`config.mk`:
```
export PLATFORM = sky130hd
export DESIGN_NAME = spin_quad_accum
export DESIGN_NICKNAME = d
export VERILOG_FILES = /design/src/rtl/spin_quad_accum.sv
export SDC_FILE = /design/constraint.sdc
export NUM_CORES = 1
export LEC_CHECK = 0
export BUFFER_PORTS_ARGS = -buffer_cell sky130_fd_sc_hd__buf_2
export CORE_ASPECT_RATIO = 0.5
export CORE_UTILIZATION = 59
export CTS_CLUSTER_DIAMETER = 150
export DETAILED_ROUTE_END_ITERATION = 16
export PLACE_DENSITY = 0.75
export SYNTH_ARGS = -nofsm -noshare
export SYNTH_HDL_FRONTEND = slang
export SYNTH_SLANG_ARGS = --single-unit
```
`constraint.sdc`:
```
create_clock -name clk -period 9.6 [get_ports clk]
set_input_delay 0.96 -clock clk [delete_from_list [all_inputs] [get_ports clk]]
set_output_delay 0.96 -clock clk [all_outputs]
set_load 0.005 [all_outputs]
```
`src/rtl/spin_quad_accum.sv`:
```
// Spinner / button rotation accumulator: merges HPS spinner deltas and frame-rate
// button steps into a signed pending count, then drains it one angle step per clock.
module spin_quad_accum #(
   parameter int ANGLE_W      = 4,
   parameter int DIV_SHIFT    = 2,
   parameter int SLOW_RATE    = 1,
   parameter int FAST_RATE    = 2,
   parameter int ACCEL_FRAMES = 8
) (
   input  logic               clk,
   input  logic               reset_n,
   input  logic               strobe,
   input  logic               minus,
   input  logic               plus,
   input  logic               fast,
   input  logic [8:0]         spin_in,
   output logic [ANGLE_W-1:0] angle,
   output logic               dir,
   output logic               step
);

   localparam int HW = $clog2(ACCEL_FRAMES + 1);
   localparam logic signed [13:0] QUANT = 14'(1 << DIV_SHIFT);
   localparam logic signed [13:0] PMAX  = 14'sd2047;
   localparam logic signed [13:0] PMIN  = -14'sd2047;

   logic signed [11:0] r_pending;
   logic [HW-1:0]      r_hold;
   logic               r_last_dir;
   logic               r_primed;
   logic               r_strobe_d;
   logic               r_tog_d;
   logic [ANGLE_W-1:0] r_angle;
   logic               r_dir;
   logic               r_step;

   logic               w_tick;
   logic               w_sample;
   logic signed [13:0] w_pend_ext;
   logic signed [13:0] w_spin_add;
   logic signed [13:0] w_dig_add;
   logic signed [13:0] w_drain;
   logic signed [13:0] w_rate;
   logic signed [13:0] w_sum;
   logic signed [11:0] w_pend_nxt;
   logic [HW-1:0]      w_hold_nxt;
   logic               w_last_nxt;

   assign w_tick     = strobe & ~r_strobe_d;
   assign w_sample   = r_primed & (spin_in[8] != r_tog_d);
   assign w_pend_ext = 14'(r_pending);

   always_comb begin
      w_spin_add = '0;
      if (w_sample) w_spin_add = 14'($signed(spin_in[7:0]));
   end

   // Rate doubling looks at the hold count before this frame's increment.
   always_comb begin
      w_dig_add  = '0;
      w_hold_nxt = r_hold;
      w_last_nxt = r_last_dir;
      w_rate     = fast ? 14'(FAST_RATE) : 14'(SLOW_RATE);
      if (r_hold == HW'(ACCEL_FRAMES)) w_rate = w_rate <<< 1;
      if (w_tick) begin
         if (plus ^ minus) begin
            w_last_nxt = plus;
            if ((plus != r_last_dir) || (r_hold == '0))
               w_hold_nxt = HW'(1);
            else if (r_hold < HW'(ACCEL_FRAMES))
               w_hold_nxt = r_hold + HW'(1);
            w_dig_add = plus ? (w_rate <<< DIV_SHIFT) : -(w_rate <<< DIV_SHIFT);
         end else begin
            w_hold_nxt = '0;
         end
      end
   end

   always_comb begin
      w_drain = '0;
      if (w_pend_ext >= QUANT)       w_drain = QUANT;
      else if (w_pend_ext <= -QUANT) w_drain = -QUANT;
   end

   always_comb begin
      w_sum = w_pend_ext + w_spin_add + w_dig_add - w_drain;
      if (w_sum > PMAX)      w_pend_nxt = 12'(PMAX);
      else if (w_sum < PMIN) w_pend_nxt = 12'(PMIN);
      else                   w_pend_nxt = 12'(w_sum);
   end

   always_ff @(posedge clk) begin
      if (!reset_n) begin
         r_pending  <= '0;
         r_hold     <= '0;
         r_last_dir <= 1'b0;
         r_primed   <= 1'b0;
         r_strobe_d <= 1'b0;
         r_tog_d    <= 1'b0;
         r_angle    <= '0;
         r_dir      <= 1'b0;
         r_step     <= 1'b0;
      end else begin
         r_strobe_d <= strobe;
         r_pending  <= w_pend_nxt;
         r_hold     <= w_hold_nxt;
         r_last_dir <= w_last_nxt;
         if (!r_primed) begin
            r_primed <= 1'b1;
            r_tog_d  <= spin_in[8];
         end else if (w_sample) begin
            r_tog_d <= spin_in[8];
         end
         if (w_pend_ext >= QUANT) begin
            r_angle <= r_angle + 1'b1;
            r_dir   <= 1'b1;
            r_step  <= 1'b1;
         end else if (w_pend_ext <= -QUANT) begin
            r_angle <= r_angle - 1'b1;
            r_dir   <= 1'b0;
            r_step  <= 1'b1;
         end else begin
            r_step <= 1'b0;
         end
      end
   end

   assign angle = r_angle;
   assign dir   = r_dir;
   assign step  = r_step;

endmodule

```
# Word-level counts from Yosys, hierarchy flattened
# Index checks and enable logic that the tools add are counted.
# word_totals
regBits,26
inputBits,15
# classes
add_sub_neg,7
order_cmp,5
eq_ne,5
n_mux,22
bitwise,5
reduce_logical,6
# ops
cell,count
$mux 14,6
$mux 4,5
$add 12x14->14,1
$add 14x14->14,1
$gt 14x12->1 const B,1
$lt 14x12->1 const B,1
$neg 5->14,1
$sub 14x14->14,1
$ge 12x4->1 const B,1
$le 12x3->1 const B,1
$mux 12,1
$mux 11,1
$add 4x1->4 const B,2
$mux 1,7
$eq 4x4->1 const B,1
$logic_not 4->1,1
$lt 4x4->1 const B,1
$reduce_and 2->1,2
$sub 4x1->4 const B,1
$mux 3,1
$ne 3x1->1 const B,1
$and 1x1->1,2
$mux 2,1
$ne 1x1->1,2
6 further kinds,7

# Longest topological paths before layout
# Gate-level depths: netlist (run 1).
# depth
ltp_word,11
depth_mapped,19
ltp_nobuf,19

# Worst setup path after synthesis (run 1)
# OpenSTA, ideal clock, no wires.
# synth_path
kind,in2reg
start,in spin_in[8]
end,reg r_pending[1]
setup_ps,115
arrival_time_ps,4366
required_time_ps,9485
setup_slack_ps,5120
path_stages,15
path_cell_list,xor2_1 > and2_1 > nand2_1 > inv_1 > fa_1 > fa_1 > ha_1 > buf_2 > a21oi_1 > o21ai_1 > a311o_2 > a211oi_1 > nand4_1 > a31o_2 > o21a_1
# synth_between
elab_chain_cells,9
elab_cells_between_ends,10
# synth_rtl
element,line,rtl
from (decl),16,"input logic [8:0] spin_in,"
$ne 1x1->1 *,50,assign w_sample = r_primed & (spin_in[8] != r_tog_d);
$and 1x1->1 *,50,
$mux 14 *,55,if (w_sample) w_spin_add = 14'($signed(spin_in[7:0]));
$add 12x14->14 *,86,w_sum = w_pend_ext + w_spin_add + w_dig_add - w_drain;
$add 14x14->14 *,86,
$sub 14x14->14 *,86,
$lt 14x12->1,88,else if (w_sum < PMIN) w_pend_nxt = 12'(PMIN);
$mux 12,88,
$mux 11 *,87,if (w_sum > PMAX) w_pend_nxt = 12'(PMAX);
to (signal assigned),105,r_pending <= w_pend_nxt;
to (decl),27,logic signed [11:0] r_pending;
# Every way passes the cells marked *; elsewhere a longest branch is shown, timed or not.
# A chain may end at the register's enable or synchronous reset.

# Worst setup path after layout (run 1)
# layout_path
start,reg r_pending[0]
end,reg r_pending[3]
# layout_between
elab_chain_cells,7
elab_cells_between_ends,11
# layout_rtl
element,line
"parallel branches: the longest is 3 deep, another holds $add 12x14->14",--
$sub 14x14->14 *,86
$lt 14x12->1,88
$mux 12,88
$mux 11 *,87
# Every way passes the cells marked *.

==> results by stage, run 1 <==
Logic synthesis:
- The most used flip-flop cell after synthesis is dfxtp_1.
- The post-synthesis cell area is 0.00256 mm^2.
- The largest area contributor in the synthesized netlist is dfxtp_1.
- The fraction of the yosys area taken by sequential cells is 20.3%.
- Synthesis instantiated 63 different standard cells from the library.
- Ranked by total cell area, the synthesized netlist is headed by dfxtp_1 20%, fa_1 18%, ha_1 10%.
- The synthesized netlist cell count is 288.
- The flip-flop and latch count after synthesis is 26.
- When the netlist entered floorplanning its net count stood at 347.
- The fraction of post-synthesis cell area in the top cell type by area is 20.3%.
- The average cell area after synthesis is 8.88 um^2.
- The share of async-settable or async-resettable flops after synthesis is 0%.
- The number of flops mapped to enable cells by yosys is 0.
- For this run, the number of Yosys warnings is 0.

Clock network:
- Clock tree synthesis selected as its root buffer the cell clkbuf_8.
- The maximum count of clock buffers along a single path is 2.
- Once the clock tree was built, the resizer swapped 0 gates to a different size.
- The source-to-sink clock delay at the later pin of the worst-skew pair is 0.27 ns.
- The clock buffer count from CTS is 3.
- The number of setup buffers added after CTS is 0.
- The TritonCTS clock tree is done.
- The clock slew seen by the registers of the worst setup and hold paths is 0.09 ns.
- CTS built an H-tree with a depth of 1.
- The number of hold buffers added after cts is 0.
- The count of clock tree sinks is 26.

Detailed routing:
- The detailed router placed 2112 vias in this run.
- Using the TritonRoute via totals, the vias-per-cell ratio works out to 5.87.
- The count of TritonRoute iterations in the first routing pass is 5.
- The routed wirelength normalized by instance count is 14.9 um.
- The total DRC errors in the routed layout is 0.
- The routed design has 5360 um of wire.
- The first routing iteration left 78 violations.
- The detail route stage leaves a number of antenna-violating nets equal to 0.

Global route:
- Entering global routing, the biggest net connects 15 pins.
- Summed over all layers, the global routing overflow is 0.
- The first-pass GRT wire length is 9090 um.
- The number of global-route vias before repair is 2060.
- The total global routing track utilization is 25.6%.
- The initial antenna violation count came to 0.

STA:
- The final-report hold violation count is 0.
- The final critical path takes up 51.0% of the cycle.
- For the pin with the worst max-slew slack, the measured transition is 0.682 ns.
- The tightest slew margin relative to the limit is 54.6%.
- The final critical-path required period is 4.90 ns.
- The count of final setup violators is 0.
- Clock skew on the completed layout was measured at 0.00494 ns.
- The timing-limited maximum frequency is 204 MHz.
- The accumulated negative setup slack is 0 ns.
- Setup repair after global routing left no endpoint under its margin.
- The final number of max-transition violations is 0.

Die:
- In this run the standard cell core region covers 0.00402 mm^2.
- During I/O placement, the number of pins put on the boundary was 21.
- The horizontal die dimension is 95.1 um.
- The die area is 0.00462 mm^2.
- The starting density of the core is 63.6%.
- In this run the core area contains 16 standard-cell rows.
- The die height is 48.6 um.

Critical path:
- The slowest stage of the critical path belongs to the cell fa_1.
- The kind of cell adding the most delay to the critical path is simple AND/OR/NAND/NOR gates.
- The beginning of the critical path is r_pending[0]$_SDFF_PN0_.
- The worst reg-to-reg path cell count is 17.
- Together, buffers and inverters on the worst path number 3.
- STA classifies the critical path startpoint as a flip-flop.
- The worst setup slack for register-to-register paths is 4.70 ns.
- The reg-to-reg critical path startpoint is r_pending[0]$_SDFF_PN0_.
- The required time at the worst-slack endpoint is 9.77 ns.
- The data arrival time of the worst path is 5.07 ns.
- The largest single stage delay on the critical path is 0.53 ns.
- The maximum fanout count along the critical path is 12.
- The sort of element at the end of the critical path is a flip-flop.
- Walking the worst path, the cells encountered are o211ai_1 -> nor3_1 -> nand2b_1 -> nand2_1 -> inv_1 -> fa_1 -> inv_1 -> fa_1 -> inv_1 -> fa_1 -> a21o_2 -> a221oi_4 -> nor4b_1 -> nor4b_2 -> nand4_1 -> a31o_2 -> o21a_1.
- By startpoint and endpoint, the worst setup path is classified as flip-flop to flip-flop.
- In this run the number of cells on the critical path is 17.

Placed design:
- Routability-driven placement finished with a final weighted congestion of 0.901.
- The detailed placement HPWL is 4490 um.
- Input and output buffers added on the ports amount to 20.
- The placed instances occupy a cell area of 0.00270 mm^2.

Final layout:
- The filler cell count in the final layout is 332.
- After the last flow step, the layout net total stands at 367.
- The most common cell after layout, fill and taps aside is inv_1.
- The final cell area excluding filler cells is 0.00274 mm^2.
- The layout-stage area growth over the synthesis result is 7.04%.
- The fraction of final layout cells with drive strength greater than 1 is 14.4%.
- The repair_antennas step left the layout with diodes totalling 0.
- The library cells used most frequently in the layout, excluding fill and tap cells, are 42 x inv_1, 26 x dfxtp_1, 23 x fa_1, 22 x nor2_1, 21 x ha_1.

Worst hold path:
- The depth of the worst hold-timing path is 2.
- The worst hold path belongs to the class flip-flop to flip-flop.
- The hold path startpoint is angle[2]$_SDFFE_PN0P_.

Run status:
- The flow ran to the end, and the final reports show no timing, DRC or antenna violations.

Flow run:
- Across the run, the number of max-cap violations was 0.
path summary, 6_finish.rpt:
| check | end |
|---|---|
| hold / removal | angle[2]$_SDFFE_PN0P_ |
| setup reg to reg | r_pending[3]$_SDFF_PN0_ |
| setup / recovery | r_pending[3]$_SDFF_PN0_ |
| hold reg to reg | angle[2]$_SDFFE_PN0P_ |
layout make-up:
class	instances	area, um^2	share of cell area, %
clock buffer	3	41.3	1.51
sequential	26	520	19.0
timing repair buffer	20	100	3.65
inverter	43	163	5.94
multi-input combinational	214	1850	67.4
tap	54	67.6	2.47
synthesized netlist by cell type (4+ instances only):
library cell / number
nor2_1: 22
xor2_1: 9
nand2_1: 18
nand4_1: 4
and3_1: 7
inv_1: 42
a21oi_1: 15
o21ai_0: 7
nand3_1: 10
xnor2_1: 7
nor3_1: 7
fa_1: 23
and2_1: 6
ha_1: 21
dfxtp_1: 26
per-stage QoR:
stage,setup WS [ns],hold WS (ns),util [%],cells
finish,4.70,0.483,68.1,360
global route,4.30,0.507,68.1,360
detailed placement,4.54,0.472,67.0,357
floorplan,5.12,0.459,-,288
global placement,4.68,0.464,67.0,357
CTS,4.72,0.487,68.1,360
routing by layer:
metal	track usage, %	vias up	wire length (um)
li1	-	1015	-
met1	34.2	1015	2530
met2	43.2	70	2490
met3	3.93	12	239
met4	6.82	0	99
met5	0	-	0
sequential cells by signal, summed over array words and instances, names as in the netlist:
name	flops
angle	4
dir	1
r_hold	4
r_last_dir	1
r_pending	12
r_primed	1
r_strobe_d	1
r_tog_d	1
step	1
cell families after synthesis:
group | count (synthesis) | share of synthesized area [%]
DFF | 26 | 20.3
adders and majority gates | 44 | 28.3
AOI/OAI and AO/OA | 57 | 17.0
xor gates and xnor gates | 16 | 5.48
muxes | 2 | 0.782
buffers and inverters | 48 | 7.48
and+or+nand+nor | 95 | 20.6
tightest hold or removal path, stage by stage (launching register included):
cell	delay, ns
dfxtp_1	0.33
nand2_1	0.06
a21oi_1	0.05
Power of run 1 is not shown: default switching activity piles up to over one toggle a cycle in this logic, so the estimate is an artifact.
==> run 2: changes to the inputs <==
Clock period 9.6 ns to 5 ns, I/O delays scaled along.
==> run 2 against run 1 <==
  * Utilization grew 0.87 points
  * Hold slack lost 0.025 ns
  * Non-clock buffer count grew 2
  * Global-route usage grew 0.43 points
  * Clock-buffer cell count grew 1
  * First-iteration DRC count grew 12%
  * Critical endpoint is now r_pending[2]$_SDFF_PN0_
==> results by stage, run 2 (synthesis results as in run 1) <==
Critical path:
- The critical register-to-register path endpoint is r_pending[2]$_SDFF_PN0_ (was r_pending[3]$_SDFF_PN0_).
- The worst-path cell with the longest stage delay is fa_1 (unchanged).
- The reg-to-reg critical path startpoint is r_pending[8]$_SDFF_PN0_ (was r_pending[0]$_SDFF_PN0_).
- The beginning of the critical path is r_pending[8]$_SDFF_PN0_ (was r_pending[0]$_SDFF_PN0_).
- The kind of critical path is flip-flop to flip-flop (unchanged).
- The data arrival time of the worst path is 4.83 ns (was 5.07 ns).
- The worst setup slack for register-to-register paths is 0.33 ns (was 4.70 ns).
- Critical Path, Cell by Cell: nor3_1 -> a31oi_2 -> inv_1 -> nand2_1 -> inv_1 -> fa_1 -> inv_1 -> fa_1 -> inv_1 -> fa_1 -> a21o_2 -> a221oi_4 -> nor4b_1 -> nor4b_2 -> nand4_1 -> a31o_2 -> o21a_1 (was o211ai_1 -> nor3_1 -> nand2b_1 -> nand2_1 -> inv_1 -> fa_1 -> inv_1 -> fa_1 -> inv_1 -> fa_1 -> a21o_2 -> a221oi_4 -> nor4b_1 -> nor4b_2 -> nand4_1 -> a31o_2 -> o21a_1).
- The maximum fanout count along the critical path is 5 (was 12).
- The path length in cells of the critical path came to 17 (unchanged).
- The kind of cell adding the most delay to the critical path is adder cells (was simple AND/OR/NAND/NOR gates).
- The sort of element at the end of the critical path is a flip-flop (unchanged).
- The buffers plus inverters on the worst setup path is 4 (was 3).
- The capturing instance or port of the critical path is r_pending[2]$_SDFF_PN0_ (was r_pending[3]$_SDFF_PN0_).
- The required time at the worst-slack endpoint came to 5.16 ns (was 9.77 ns).
- The worst reg-to-reg path cell count came to 17 (unchanged).
- The startpoint class of the critical path is a flip-flop (unchanged).
- The most frequent cell on the critical path is inv_1.
- The largest stage delay on the critical path came to 0.52 ns (was 0.53 ns).

Global route:
- The first-pass GRT wire length is 9240 um (was 9090 um).
- The total global routing track utilization came to 26.0% (was 25.6%).
- The number of global-route vias before repair is 2001 (was 2060).
- The largest net degree at the start of global routing was 15 (unchanged).
- The total global routing overflow is 0 (unchanged).
- The initial antenna violation count is 0 (unchanged).

Detailed routing:
- The total DRC errors in the routed layout is 0 (unchanged).
- The average vias per placed instance was 5.58 (was 5.87).
- The detailed-route via count came to 2025 (was 2112).
- The count of TritonRoute iterations in the first routing pass is 4 (was 5).
- The number of nets still failing antenna checks after routing is 0 (unchanged).
- The DRC marker count from the first detailed-route iteration was 87 (was 78).
- The routed wirelength normalized by instance count is 14.7 um (was 14.9 um).
- The total wire length was 5350 um (was 5360 um).

Clock network:
- The maximum count of clock buffers along a single path is 2 (unchanged).
- The source-to-sink clock delay at the later pin of the worst-skew pair is 0.27 ns (about the same).
- The number of setup buffers added after CTS is 0 (unchanged).
- The clock root buffer was clkbuf_8 (unchanged).
- The count of clock tree sinks is 26 (unchanged).
- The clock slew seen by the registers of the worst setup and hold paths is 0.09 ns (about the same).
- The CTS H-tree depth came to 1 (unchanged).
- The clock buffer count from CTS is 3 (unchanged).
- The TritonCTS clock tree is done (unchanged).

Final layout:
- The number of nets in the finished design came to 369 (was 367).
- The register with the most flip-flops is r_pending (unchanged).
- The filler cell count in the final layout is 346 (was 332).
- The area of the multi-input gates is 0.00185 mm^2 (about the same).
- Commonest cells after routing, fill and taps aside: 42 x inv_1, 26 x dfxtp_1, 23 x fa_1, 22 x nor2_1, 21 x ha_1 (unchanged).
- The layout-stage area growth over the synthesis result was 8.41% (was 7.04%).
- The antenna cell count is 0 (unchanged).
- The most common cell after layout, fill and taps aside is inv_1 (unchanged).
- The combined flip-flop and latch cell area is 520 um^2 (unchanged).
- The flip-flop count of the largest register, all copies and words added is 12 (unchanged).
- The fraction of final layout cells with drive strength greater than 1 is 15.5% (was 14.4%).

Placed design:
- The number of I/O port buffers is 20 (unchanged).
- The final estimated routing congestion in global placement is 0.897 (was 0.901).
- The detailed placement HPWL is 4570 um (was 4490 um).

STA:
- The final worst hold slack is 0.458 ns (was 0.483 ns).
- The timing-limited maximum frequency was 214 MHz (was 204 MHz).
- The transition time at the pin with the least slew margin was 0.563 ns (was 0.682 ns).
- The accumulated negative setup slack is 0 ns (unchanged).
- The tightest slew margin relative to the limit is 61.9% (was 54.6%).
- The final critical-path required period is 4.67 ns (was 4.90 ns).
- The ratio of final minimum period to clock period is 93.4% (was 51.0%).
- The final number of max-transition violations came to 0 (unchanged).
- The count of final setup violators came to 0 (unchanged).
- The final clock skew was 0.00436 ns (was 0.00494 ns).
- The final-report hold violation count is 0 (unchanged).

Die:
- The area of the core is 0.00402 mm^2 (unchanged).
- The die height is 48.6 um (unchanged).
- The die area came to 0.00462 mm^2 (unchanged).
- The starting density of the core is 63.6% (unchanged).
- The number of placed I/O pins was 21 (unchanged).
- The number of cell rows is 16 (unchanged).
- The horizontal die dimension is 95.1 um (unchanged).

Flow run:
- The number of max-cap violations came to 0 (unchanged).

Run status:
- Outcome: finished clean (unchanged).

Worst hold path:
- The classification of the worst-slack hold path is input port to flip-flop (was flip-flop to flip-flop).
## run 2: area by class of cell
class                           count  area share [%]
Tap cell                           54            2.44
Sequential cell                    26            18.8
Multi-Input combinational cell    214            66.8
Inverter                           43            5.86
Clock buffer                        4            1.98
Timing Repair Buffer               22            4.15
## run 2: metrics by stage
step	std cells	setup slack [ns]	area (um^2)	util (%)
2_1_floorplan	288	0.627	2560	-
3_3_place_gp	359	0.359	2710	67.4
3_5_place_dp	359	0.298	2710	67.4
4_1_cts	363	0.283	2770	68.8
5_1_grt	363	-0.000000888	2770	68.9
6_report	363	0.328	2770	68.9
## run 2: worst min path at each step
| stage | startpoint | endpoint | slack, ns | cells past startpoint |
|---|---|---|---|---|
| finish | spin_in[8] | r_tog_d$_SDFFE_PN0P_ | 0.46 | 2 |
| global route | strobe | r_strobe_d$_SDFF_PN0_ | 0.46 | 2 |
| CTS | spin_in[8] | r_tog_d$_SDFFE_PN0P_ | 0.46 | 2 |
| detailed placement | angle[2]$_SDFFE_PN0P_ | angle[2]$_SDFFE_PN0P_ | 0.48 | 2 |
| global placement | angle[2]$_SDFFE_PN0P_ | angle[2]$_SDFFE_PN0P_ | 0.47 | 2 |
| floorplan | r_last_dir$_SDFFE_PN0P_ | r_last_dir$_SDFFE_PN0P_ | 0.46 | 2 |
## run 2: repair_timing
action | CTS | global route
setup endpoints to repair | 0 | 7
resized for setup | 0 | 1
hold buffers | 0 | 0
endpoints found under the hold margin | 0 | 0
## run 2: layer usage
layer | up-vias | routed length [um] | track usage, %
met5 | - | 0 | 0
met4 | 0 | 35 | 3.54
met3 | 6 | 237 | 4.40
met2 | 50 | 2550 | 43.5
met1 | 942 | 2520 | 36.3
li1 | 1027 | - | -
Power of run 2 is left out for the same reason.
